### src/rtl/muldiv_pkg.sv
// Shared types and constants for the multiply/divide sequencer.
package muldiv_pkg;

  // Sequencer states; exposed on the debug port of the top.
  typedef enum logic [2:0] {
    ST_IDLE  = 3'd0,
    ST_START = 3'd1,
    ST_WAIT  = 3'd2,
    ST_WRITE = 3'd3,
    ST_EXC   = 3'd4,
    ST_ERR   = 3'd5
  } state_t;

  // Operation type; the encoding doubles as the HI/LO mux select value.
  typedef enum logic {
    OP_MULT = 1'b0,
    OP_DIV  = 1'b1
  } op_t;

  // Default number of WAIT cycles before a unit is declared hung.
  localparam int TIMEOUT_DEFAULT = 48;

  // Watchdog counter width; wide enough for TIMEOUT up to 255.
  localparam int CNT_W = 8;

endpackage

### src/rtl/muldiv_seq_if.sv
// Signal bundle between the control unit, the mult/div units and the
// HI/LO write port of the sequencer.
//
// Handshake: a request is accepted on a rising edge where req_valid and
// req_ready are both high; req_op is only meaningful in that cycle.
// req_ready is high only while the sequencer is idle, and a req_valid
// seen at any other time is dropped rather than queued.
interface muldiv_seq_if;
  logic req_valid;
  logic req_op;
  logic req_ready;
  logic flush;
  logic start_mult;
  logic start_div;
  logic mult_done;
  logic div_done;
  logic div_zero;
  logic sel_hi;
  logic sel_lo;
  logic wr_hi;
  logic wr_lo;
  logic busy;
  logic done;
  logic exc_div0;
  logic err_timeout;

  // Sequencer side.
  modport slave (
    input  req_valid, req_op, flush, mult_done, div_done, div_zero,
    output req_ready, start_mult, start_div, sel_hi, sel_lo,
           wr_hi, wr_lo, busy, done, exc_div0, err_timeout
  );

  // Control unit / execution units side.
  modport master (
    output req_valid, req_op, flush, mult_done, div_done, div_zero,
    input  req_ready, start_mult, start_div, sel_hi, sel_lo,
           wr_hi, wr_lo, busy, done, exc_div0, err_timeout
  );
endinterface

### src/rtl/muldiv_wdog.sv
// Watchdog counter for the WAIT state: cleared on start, counts while
// enabled, saturates at TIMEOUT and flags the last allowed cycle.
module muldiv_wdog
  import muldiv_pkg::*;
#(
  parameter int TIMEOUT = TIMEOUT_DEFAULT
) (
  input  logic clock,
  input  logic reset,
  input  logic i_clear,
  input  logic i_enable,
  output logic o_tc
);

  localparam logic [CNT_W-1:0] CNT_MAX  = CNT_W'(TIMEOUT);
  localparam logic [CNT_W-1:0] CNT_LAST = CNT_W'(TIMEOUT - 1);

  logic [CNT_W-1:0] r_cnt;

  // Count WAIT cycles; clear has priority over counting, and the count holds at TIMEOUT.
  always_ff @(posedge clock) begin
    if (reset) begin
      r_cnt <= '0;
    end else if (i_clear) begin
      r_cnt <= '0;
    end else if (i_enable && (r_cnt != CNT_MAX)) begin
      r_cnt <= r_cnt + 1'b1;
    end
  end

  assign o_tc = (r_cnt == CNT_LAST);

endmodule

### src/rtl/muldiv_seq.sv
// Sequencer that launches a multiply or divide, waits for the unit,
// and then writes HI/LO or reports divide-by-zero / hang.
module muldiv_seq
  import muldiv_pkg::*;
#(
  parameter int TIMEOUT = TIMEOUT_DEFAULT
) (
  input  logic         clock,
  input  logic         reset,
  muldiv_seq_if.slave  bus,
  output state_t       o_state
);

  state_t r_state;
  op_t    r_op;
  state_t w_state_nxt;
  op_t    w_op_nxt;
  logic   w_tc;
  logic   w_unit_done;
  logic   w_unit_zero;

  logic   r_req_ready;
  logic   r_busy;
  logic   r_start_mult;
  logic   r_start_div;
  logic   r_sel;
  logic   r_wr;
  logic   r_done;
  logic   r_exc;
  logic   r_err;

  muldiv_wdog #(.TIMEOUT(TIMEOUT)) u_wdog (
    .clock    (clock),
    .reset    (reset),
    .i_clear  (r_state == ST_START),
    .i_enable (r_state == ST_WAIT),
    .o_tc     (w_tc)
  );

  // Only the flags of the unit selected by op_q are looked at.
  assign w_unit_done = (r_op == OP_MULT) ? bus.mult_done : bus.div_done;
  assign w_unit_zero = (r_op == OP_DIV) && bus.div_zero;

  // Next-state and next-op selection; WAIT exits in priority order.
  always_comb begin
    w_state_nxt = r_state;
    w_op_nxt    = r_op;
    case (r_state)
      ST_IDLE: begin
        if (bus.req_valid) begin
          w_op_nxt    = op_t'(bus.req_op);
          w_state_nxt = ST_START;
        end
      end
      ST_START: w_state_nxt = ST_WAIT;
      ST_WAIT: begin
        if (bus.flush)       w_state_nxt = ST_IDLE;
        else if (w_unit_zero) w_state_nxt = ST_EXC;
        else if (w_unit_done) w_state_nxt = ST_WRITE;
        else if (w_tc)        w_state_nxt = ST_ERR;
      end
      ST_WRITE: w_state_nxt = ST_IDLE;
      ST_EXC:   w_state_nxt = ST_IDLE;
      ST_ERR:   w_state_nxt = ST_IDLE;
      default:  w_state_nxt = ST_IDLE;
    endcase
  end

  // State, op and registered outputs, each output decoded from the state being entered.
  always_ff @(posedge clock) begin
    if (reset) begin
      r_state      <= ST_IDLE;
      r_op         <= OP_MULT;
      r_req_ready  <= 1'b1;
      r_busy       <= 1'b0;
      r_start_mult <= 1'b0;
      r_start_div  <= 1'b0;
      r_sel        <= 1'b0;
      r_wr         <= 1'b0;
      r_done       <= 1'b0;
      r_exc        <= 1'b0;
      r_err        <= 1'b0;
    end else begin
      r_state      <= w_state_nxt;
      r_op         <= w_op_nxt;
      r_req_ready  <= (w_state_nxt == ST_IDLE);
      r_busy       <= (w_state_nxt != ST_IDLE);
      r_start_mult <= (w_state_nxt == ST_START) && (w_op_nxt == OP_MULT);
      r_start_div  <= (w_state_nxt == ST_START) && (w_op_nxt == OP_DIV);
      r_sel        <= (w_op_nxt == OP_DIV);
      r_wr         <= (w_state_nxt == ST_WRITE);
      r_done       <= (w_state_nxt == ST_WRITE);
      r_exc        <= (w_state_nxt == ST_EXC);
      r_err        <= (w_state_nxt == ST_ERR);
    end
  end

  assign bus.req_ready   = r_req_ready;
  assign bus.busy        = r_busy;
  assign bus.start_mult  = r_start_mult;
  assign bus.start_div   = r_start_div;
  assign bus.sel_hi      = r_sel;
  assign bus.sel_lo      = r_sel;
  assign bus.wr_hi       = r_wr;
  assign bus.wr_lo       = r_wr;
  assign bus.done        = r_done;
  assign bus.exc_div0    = r_exc;
  assign bus.err_timeout = r_err;
  assign o_state         = r_state;

endmodule

### src/flat_wrapper.sv
// flat-port wrapper written by rule: the top's interface ports become plain ports
module muldiv_seq_flat import muldiv_pkg::*;
#(
  parameter int TIMEOUT = TIMEOUT_DEFAULT
)
  (clock, reset, o_state, bus_req_valid, bus_req_op, bus_flush, bus_mult_done, bus_div_done, bus_div_zero, bus_req_ready, bus_start_mult, bus_start_div, bus_sel_hi, bus_sel_lo, bus_wr_hi, bus_wr_lo, bus_busy, bus_done, bus_exc_div0, bus_err_timeout);
  muldiv_seq_if bus_i ();
  input  logic clock;
  input  logic reset;
  output state_t o_state;
  input wire logic [$bits(bus_i.req_valid)-1:0] bus_req_valid;
  input wire logic [$bits(bus_i.req_op)-1:0] bus_req_op;
  input wire logic [$bits(bus_i.flush)-1:0] bus_flush;
  input wire logic [$bits(bus_i.mult_done)-1:0] bus_mult_done;
  input wire logic [$bits(bus_i.div_done)-1:0] bus_div_done;
  input wire logic [$bits(bus_i.div_zero)-1:0] bus_div_zero;
  output wire logic [$bits(bus_i.req_ready)-1:0] bus_req_ready;
  output wire logic [$bits(bus_i.start_mult)-1:0] bus_start_mult;
  output wire logic [$bits(bus_i.start_div)-1:0] bus_start_div;
  output wire logic [$bits(bus_i.sel_hi)-1:0] bus_sel_hi;
  output wire logic [$bits(bus_i.sel_lo)-1:0] bus_sel_lo;
  output wire logic [$bits(bus_i.wr_hi)-1:0] bus_wr_hi;
  output wire logic [$bits(bus_i.wr_lo)-1:0] bus_wr_lo;
  output wire logic [$bits(bus_i.busy)-1:0] bus_busy;
  output wire logic [$bits(bus_i.done)-1:0] bus_done;
  output wire logic [$bits(bus_i.exc_div0)-1:0] bus_exc_div0;
  output wire logic [$bits(bus_i.err_timeout)-1:0] bus_err_timeout;
  assign bus_i.req_valid = bus_req_valid;
  assign bus_i.req_op = bus_req_op;
  assign bus_i.flush = bus_flush;
  assign bus_i.mult_done = bus_mult_done;
  assign bus_i.div_done = bus_div_done;
  assign bus_i.div_zero = bus_div_zero;
  assign bus_req_ready = bus_i.req_ready;
  assign bus_start_mult = bus_i.start_mult;
  assign bus_start_div = bus_i.start_div;
  assign bus_sel_hi = bus_i.sel_hi;
  assign bus_sel_lo = bus_i.sel_lo;
  assign bus_wr_hi = bus_i.wr_hi;
  assign bus_wr_lo = bus_i.wr_lo;
  assign bus_busy = bus_i.busy;
  assign bus_done = bus_i.done;
  assign bus_exc_div0 = bus_i.exc_div0;
  assign bus_err_timeout = bus_i.err_timeout;
  muldiv_seq #(.TIMEOUT(TIMEOUT)) u_core (.clock(clock), .reset(reset), .bus(bus_i), .o_state(o_state));
endmodule
### config.mk
export PLATFORM = sky130hd
export DESIGN_NAME = muldiv_seq_flat
export DESIGN_NICKNAME = d
export VERILOG_FILES = /design/src/rtl/muldiv_pkg.sv /design/src/rtl/muldiv_seq_if.sv /design/src/rtl/muldiv_wdog.sv /design/src/rtl/muldiv_seq.sv /design/src/flat_wrapper.sv
export SDC_FILE = /design/constraint.sdc
export NUM_CORES = 1
export LEC_CHECK = 0
export BUFFER_PORTS_ARGS = -buffer_cell sky130_fd_sc_hd__buf_2
export CAP_MARGIN = 20
export CORE_MARGIN = 2
export CORE_UTILIZATION = 54
export DETAILED_ROUTE_END_ITERATION = 10
export PLACE_DENSITY = 0.82
export SLEW_MARGIN = 20
export SYNTH_ARGS = -nofsm -noshare
export SYNTH_HDL_FRONTEND = slang
export SYNTH_SLANG_ARGS = --single-unit
### constraint.sdc
create_clock -name clock -period 3.5 [get_ports clock]
set_input_delay 0.175 -clock clock [delete_from_list [all_inputs] [get_ports clock]]
set_output_delay 0.175 -clock clock [all_outputs]
set_load 0.1 [all_outputs]
After elaboration in Yosys (flattened, before gate mapping):

Index checks and enable logic that the tools add are counted.

* bits in registers: 19
* input bits: 8
* output and inout port bits: 14

* add/sub/neg operators: 1
* eq/ne operators: 8
* multiplexer cells: 9
* bitwise logic cells: 1
* reductions and logical operators: 8

Operator list (number)
* two-way mux 3 bit: 5
* one-hot mux 3 bit (3 select lines): 1
* adder 8 x 1 -> 8 bit, second input constant: 1
* == test 8 x 6 -> 1 bit, second input constant: 1
* != test 8 x 6 -> 1 bit, second input constant: 1
* == test 3 x 1 -> 1 bit, second input constant: 2
* == test 3 x 2 -> 1 bit, second input constant: 2
* == test 3 bit, second input constant: 2
* logical NOT 3 bit: 2
* logical AND 1 bit: 4
* two-way mux 1 bit: 3
* nonzero test 3 bit: 1
* OR reduction 2 bit: 1
* NOT 1 bit: 1

Depth between registers and ports, before layout:

Gate-level depths: netlist (run 1).

* depth after elaboration: 8
* mapped depth: 6
* mapped depth without buffers: 6

Hierarchy:

Synthesis (run 1) repeated with hierarchy kept, for this count alone.

* cells, all modules: 96
* area total of the unflattened synthesis: 879.6 µm²

By module, submodules not included
* muldiv_wdog: instances 1, cells each 53, area an instance 442.9 µm²
* muldiv_seq: instances 1, cells each 43, area an instance 436.7 µm²

Worst setup path before layout (run 1):

Ideal clock, no wire load.

* kind: register -> register
* start: register, netlist name u_core.bus.sel_hi
* end: register u_core.r_err (netlist: u_core.bus.err_timeout)
* arrival time: 2.150 ns
* data required time: 3.375 ns
* setup slack: 1.225 ns
* cell stages (with the launch flop): 5
* path through: dfxtp_1 mux2_2 a2111oi_0 a211oi_2 nor2b_1

RTL lines
* end signal: assignment: line muldiv_seq.sv:94 `r_err <= (w_state_nxt == ST_ERR);`
* end: declaration: line muldiv_seq.sv:30 `logic r_err;`

==> results of run 1 <==
[Yosys cell counts (2+ instances only)]
cell type	instances	area share, %
ha_1	2	2.8
xor2_1	5	4.9
buf_4	3	2.5
nor2_1	9	3.8
and3_1	3	2.1
inv_1	4	1.7
nor3_1	2	1.1
clkbuf_1	3	1.3
nand2_1	6	2.5
nor2b_1	2	1.4
nand4_1	3	2.1
dfxtp_1	19	43
a21oi_1	4	2.2
[through the flow]
step | cell area (um2) | worst slack, ns | hold WS [ns]
6_report | 1010 | 1.75 | 0.0534
5_1_grt | 1010 | 1.63 | 0.0367
3_5_place_dp | 980 | 1.75 | 0.369
4_1_cts | 1010 | 1.74 | 0.0496
3_3_place_gp | 980 | 1.84 | 0.369
2_1_floorplan | 893 | 1.22 | 0.252
[worst paths after layout]
kind | end | slack, ns | cells after the start | from
worst max-delay path | u_core.bus.err_timeout | 1.75 | 4 | u_core.bus.sel_hi
worst min register to register | u_core.u_wdog.r_cnt[1] | 0.55 | 2 | u_core.u_wdog.r_cnt[1]
worst min-delay path | u_core.bus.start_mult | 0.05 | 2 | bus_req_op
worst max register to register | u_core.bus.err_timeout | 1.75 | 4 | u_core.bus.sel_hi
[registers in the layout, indices dropped and copies added, names as in the netlist]
register                flops
u_core.u_wdog.r_cnt         8
u_core.bus.err_timeout      1
u_core.bus.start_div        1
u_core.bus.done             1
u_core.bus.sel_hi           1
u_core.o_state              3
u_core.bus.req_ready        1
u_core.bus.exc_div0         1
u_core.bus.busy             1
u_core.bus.start_mult       1
[metal layers]
metal,vias to the layer above,part of all wire (%)
met5,-,0
met2,26,41
met3,2,7.0
li1,361,-
met1,311,51
met4,0,0.87
[worst max-delay path, delay by kind of cell (launching register included)]
kind | cells | cell delay [ns]
simple gates | 1 | 0.16
mux | 1 | 0.39
flops | 1 | 0.48
compound gates | 2 | 0.61
[power by group through the flow]
| stage | clock, mW | sequential [mW] | combinational (mW) |
|---|---|---|---|
| 2_1_floorplan | 0 | 0.282 | 0.0438 |
| 4_1_cts | 0.110 | 0.230 | 0.107 |
| 3_5_place_dp | 0 | 0.235 | 0.106 |
| 6_report | 0.107 | 0.230 | 0.106 |
| 5_1_grt | 0.120 | 0.231 | 0.112 |
| 3_3_place_gp | 0 | 0.234 | 0.106 |
[logic make-up after synthesis]
group                    synth area share (%)
flip-flops                               42.6
AND/OR/NAND/NOR                          24.9
XOR/XNOR                                 5.88
multiplexers                             2.38
adder cells (fa/ha/maj)                  2.80
AO/OA/AOI/OAI                            15.4
buffers and inverters                    6.02
[final cells by class]
class	instances	area share [%]
Clock buffer	4	2.61
Inverter	4	1.49
Multi-Input combinational cell	62	45.6
Sequential cell	19	37.8
Tap cell	16	1.99
Timing Repair Buffer	21	10.4
==> summary.txt, run 1 <==
Outcome
  • Status: finished, final reports clean

Pwr
  • Pwr Total: about 440 uW
  • Leakage: roughly 0.43 nW
  • Gate power share: around a quarter
  • Net Switching: around 150 uW
  • Internal: between 200 and 300 uW
  • Peak VDD IR: roughly 0.00025 V
  • Clock share of power: around 24%
  • Reg power frac: between 50 and 60%
  • Net Sw Frac: about 34%
  • Pwr/cell area: 440 mW/mm2

Logic synthesis
  • EDFF count, synth: 0
  • Post-synthesis cell count: between 90 and 100
  • FF+latch count, synth: 19
  • Mapped Nets: roughly 100
  • Post-synthesis sequential area ratio: 42.6%
  • Cell Area, Synth: about 900 um2
  • Synth warn: 0
  • Post-synth cell types: 40
  • Main synth FF type: dfxtp_1
  • Synth Area per Inst: between 9 and 10 um2
  • Post-synth ARST share: 0%

Clock tree
  • CTS max path bufs: 2
  • CTS Hold Buffers Added: 0
  • Post_cts resized: 0
  • CTS root buf: clkbuf_4
  • Postcts setup bufs: 0
  • Clock sink count: 19
  • Worst-Skew Late Latency: a little under 0.3 ns
  • CTS tree: yes
  • Reg clk slew, reported paths: 0.10 ns
  • H-Tree Depth: 1
  • CTS Buf Count: 3

Layout
  • Footprint of the multi-input gates: between 400 and 500 um2
  • Count of nets after finishing: ~120
  • ANT cells: 0
  • Commonest non-fill, non-tap cells in the layout: buf_2 (21), dfxtp_1 (19), nor2_1 (9)
  • Share of cells above drive strength 1: approximately 31%
  • Sequential Area: 380 um2
  • Most common cell after layout, fill and taps aside: buf_2
  • Utilization after layout: around two thirds
  • Area Growth Syn to Fin: 12.6%
  • Fill cells: between 100 and 150
  • Count of non-filler cells in the finished layout: between 100 and 150

Detailed routing
  • Pre-Repair DR Iteration Count: 4
  • Routed WL per cell: around 13 um
  • Antenna-violating nets left: 0
  • Routed vias/inst: ~5.6
  • DRC: 0
  • Final WL: 1610 um
  • Via Count: 700
  • Initial DRC Count: 14

STA
  • Worst Max-Slew Pin Slew: 0.615 ns
  • Final Cycle Share: 50.1%
  • Final hold viol count: 0
  • Relative slew margins: roughly three fifths
  • F_max: between 0.5 and 0.6 GHz
  • Skew final: around 0.0088 ns
  • Fin crit period: around 1.8 ns
  • TNS Setup: 0 ns
  • RSZ-0062 raised after global routing: no
  • Setup Viol. Count Final: 0
  • Final Max Tran Viols: 0

Global route
  • First-pass GRT wire length: ~2700 um
  • Vias in the first global route: 666
  • Global Route met2 Usage: roughly 28%
  • Largest net degree at the start of global routing: 11
  • Initial antenna violation count: 0
  • Met1 Usage GRT: 25.4%
  • Overall Global Routing Usage: a little under a fifth
  • Busiest grt layer: met2
  • GRT met3 Usage: under 10%
  • Grt total ovfl: 0

Floorplanning
  • Die X: 44.7 um
  • Starting Density: ~59%
  • Top Ports: 22
  • Die height: 44.7 um
  • Die area: 0.00200 mm2
  • Core area: approximately 0.0015 mm2
  • Num rows: 14

Setup path
  • Critical path capture point type: flip-flop
  • Setup CP Type: reg2reg
  • Crit path DAT: between 1.5 and 2 ns
  • Worst path cell trace: mux2_2 > a2111oi_0 > a211oi_2 > nor2b_1
  • Worst path required time: ~3.7 ns
  • Worst-path maximum fanout: 9
  • Worst setup SP type: flip-flop
  • Critical Path Slowest Stage Cell: a2111oi_0
  • Slowest stage delay, CP: approximately 0.50 ns

Placement
  • GP Congestion: approximately 0.76
  • Port Buffer Count: 21
  • Dpl hpwl: ~1300 um
  • Inst Count DP: 122

Job
  • Max-cap viol count: 0

Hold path
  • HP Class: in2reg
No activity file was read; power rests on OpenSTA's default activity.
==> run 2: changes to the inputs <==
--- a/config.mk
+++ b/config.mk
@@ -5,12 +5,14 @@
 export SDC_FILE = /design/constraint.sdc
 export NUM_CORES = 1
 export LEC_CHECK = 0
+export ABC_AREA = 1
 export BUFFER_PORTS_ARGS = -buffer_cell sky130_fd_sc_hd__buf_2
 export CAP_MARGIN = 20
+export CORE_ASPECT_RATIO = 1.5
 export CORE_MARGIN = 2
-export CORE_UTILIZATION = 54
+export CORE_UTILIZATION = 46
 export DETAILED_ROUTE_END_ITERATION = 10
-export PLACE_DENSITY = 0.82
+export PLACE_DENSITY = 0.73
 export SLEW_MARGIN = 20
 export SYNTH_ARGS = -nofsm -noshare
 export SYNTH_HDL_FRONTEND = slang
==> constraint.sdc (replaced) <==
create_clock -name clock -period 1.5 [get_ports clock]
set_input_delay 0.075 -clock clock [delete_from_list [all_inputs] [get_ports clock]]
set_output_delay 0.075 -clock clock [all_outputs]
set_load 0.1 [all_outputs]
==> summary.txt, run 2 <==
Outcome
  • Status: finished, final reports clean

Pwr
  • Pwr Total: around 1.0 mW
  • Leakage: roughly 0.57 nW
  • Pwr/cell area: slightly above 900 mW/mm2
  • Peak VDD IR: around 0.0006 V

Global route
  • Vias in the first global route: 805
  • Overall Global Routing Usage: 17.9%
  • Initial antenna violation count: 0
  • Largest net degree at the start of global routing: 13
  • First-pass GRT wire length: 3360 um
  • Grt total ovfl: 0

STA
  • Worst Max-Slew Pin Slew: 0.490 ns
  • Fin crit period: roughly 1.4 ns
  • Post-route worst setup slack: about 0.14 ns
  • F_max: ~0.73 GHz
  • Skew final: between 0.008 and 0.009 ns
  • RSZ-0062 raised after global routing: no
  • TNS Setup: 0 ns
  • Final hold viol count: 0
  • Final Max Tran Viols: 0
  • Setup Viol. Count Final: 0
  • Relative slew margins: about two thirds
  • Final Cycle Share: about nine tenths

Logic synthesis
  • Yosys top cell area share: between 30% and 40%
  • Post-synth cell types: 22
  • FF+latch count, synth: 19
  • Cell with the most instances after synthesis: nand2_1
  • EDFF count, synth: 0
  • Synth area leaders: dfxtp_1 (39%), nand2_1 (14%), inv_1 (8.9%)
  • Post-synth top area cell: dfxtp_1
  • Post-synth ARST share: 0%
  • Synth Area per Inst: around 7.0 um2
  • Cell Area, Synth: around 970 um2
  • Mapped Nets: approximately 150
  • Post-synthesis cell count: 139
  • Main synth FF type: dfxtp_1
  • Top post-synthesis cells by count: nand2_1 (37), inv_1 (23), dfxtp_1 (19)
  • Synth warn: 0
  • Post-synthesis sequential area ratio: approximately 39%

Clock tree
  • CTS tree: yes
  • CTS max path bufs: 2
  • Clock sink count: 19
  • CTS Buf Count: 3
  • Reg clk slew, reported paths: between 0.1 and 0.15 ns
  • H-Tree Depth: 1
  • CTS root buf: clkbuf_4
  • Worst-Skew Late Latency: about 0.31 ns

Placement
  • Pre-CTS WS: ~0.16 ns
  • Dpl hpwl: 1530 um
  • Port Buffer Count: 21
  • GP Congestion: around 0.74

Layout
  • Sequential Area: just under 400 um2
  • Count of nets after finishing: about 170
  • Most common cell after layout, fill and taps aside: nand2_1
  • ANT cells: 0
  • Footprint of the multi-input gates: 463 um2
  • Biggest register: u_core.u_wdog.r_cnt
  • Share of cells above drive strength 1: 28.0%
  • Fill cells: 211
  • Max reg flops: 8
  • Commonest non-fill, non-tap cells in the layout: nand2_1 (37), inv_1 (23), buf_2 (21)
  • Area Growth Syn to Fin: 14.8%

Setup path
  • Most frequent CP cell: inv_1
  • CP endpoint: u_core.u_wdog.r_cnt[1]
  • Slowest stage delay, CP: 0.36 ns
  • Delay-heaviest family, CP: flip-flops
  • Critical Path Slowest Stage Cell: dfxtp_2
  • Crit path from: u_core.u_wdog.r_cnt[0]
  • Critical path capture point type: flip-flop
  • Worst path cell trace: inv_1 > ha_1 > nand3_2 > nand2_2 > inv_1 > nand2_1 > a21oi_1
  • Worst path depth: 7
  • WP buf/inv: 2
  • Depth of the most critical reg-to-reg path: 7
  • Worst path required time: between 1.5 and 2 ns
  • Worst-path maximum fanout: 12
  • Reg2reg end: u_core.u_wdog.r_cnt[1]
  • R2r startpoint: u_core.u_wdog.r_cnt[0]
  • Setup CP Type: reg2reg
  • Worst setup SP type: flip-flop
  • Crit path DAT: between 1.5 and 2 ns
  • R2R setup slack: 0.14 ns

Floorplanning
  • Starting Density: 48.5%
  • Num rows: 20
  • Die height: approximately 60 um
  • Die X: ~42 um
  • Top Ports: 22
  • Core area: about 0.002 mm2
  • Die area: ~0.0025 mm2

Detailed routing
  • Initial DRC Count: 30
  • Final WL: approximately 2000 um
  • Pre-Repair DR Iteration Count: 4
  • DRC: 0
  • Routed WL per cell: about 11 um
  • Via Count: roughly 900
  • Routed vias/inst: 4.86
  • Antenna-violating nets left: 0

Job
  • Max-cap viol count: 0

Hold path
  • HP Class: in2reg
-- run 2: how the worst min path moves through the flow --
| stage | slack [ns] | end | depth (start not counted) | start |
|---|---|---|---|---|
| 6_report | 0.002 | u_core.bus.done | 2 | reset |
| 3_3_place_gp | 0.26 | u_core.bus.start_mult | 2 | bus_req_op |
| 3_5_place_dp | 0.26 | u_core.bus.start_mult | 2 | bus_req_op |
| 5_1_grt | 0.03 | u_core.bus.done | 2 | reset |
| 2_1_floorplan | 0.14 | u_core.bus.done | 1 | reset |
| 4_1_cts | 0.003 | u_core.bus.done | 2 | reset |
-- run 2: logic make-up after synthesis --
| family | count (synthesis) | synth area share (%) |
|---|---|---|
| AO/OA/AOI/OAI | 11 | 6.96 |
| XOR/XNOR | 3 | 2.71 |
| adder cells (fa/ha/maj) | 2 | 2.58 |
| buffers and inverters | 29 | 13.1 |
| flip-flops | 19 | 39.2 |
| AND/OR/NAND/NOR | 75 | 35.4 |
-- run 2: stage by stage --
| stage | util, % | hold WS (ns) | std cells | instance area (um2) |
|---|---|---|---|---|
| after floorplan | - | 0.145 | 139 | 976 |
| after CTS | 55.6 | 0.00330 | 183 | 1110 |
| after global routing | 55.7 | 0.0283 | 183 | 1110 |
| final | 55.7 | 0.00200 | 183 | 1110 |
| after detailed placement | 53.7 | 0.257 | 178 | 1070 |
| after global placement | 53.7 | 0.255 | 178 | 1070 |
-- run 2: what timing repair did --
action / in CTS / in global routing
buffers inserted: 0 / 0
hold endpoints to repair: 1 / 0
resized for setup: 0 / 2
endpoints found under the setup margin: 0 / 4
hold buffers: 1 / 0
-- run 2: cell type report --
type | count | share of cell area [%]
clock buffer | 3 | 2.02
clock inverter | 1 | 0.449
inverter | 25 | 8.42
multi-input combinational | 91 | 41.5
sequential | 19 | 34.8
tap | 22 | 2.47
timing repair buffer | 22 | 10.3
-- run 2: power breakdown --
part	total (mW)	leakage (nW)	switching, mW	internal, mW
Clock	0.267	0.0177	0.167	0.0997
Combinational	0.241	0.399	0.196	0.0446
Sequential	0.531	0.157	0.0101	0.521
Total	1.04	0.574	0.373	0.665
-- run 2: metal layers --
layer	routed length, um	part of all wire [%]	track usage (%)
met1	737	37	19.0
met2	1140	57	32.6
met3	65	3.3	3.02
met4	46	2.3	11.1
met5	0	0	0
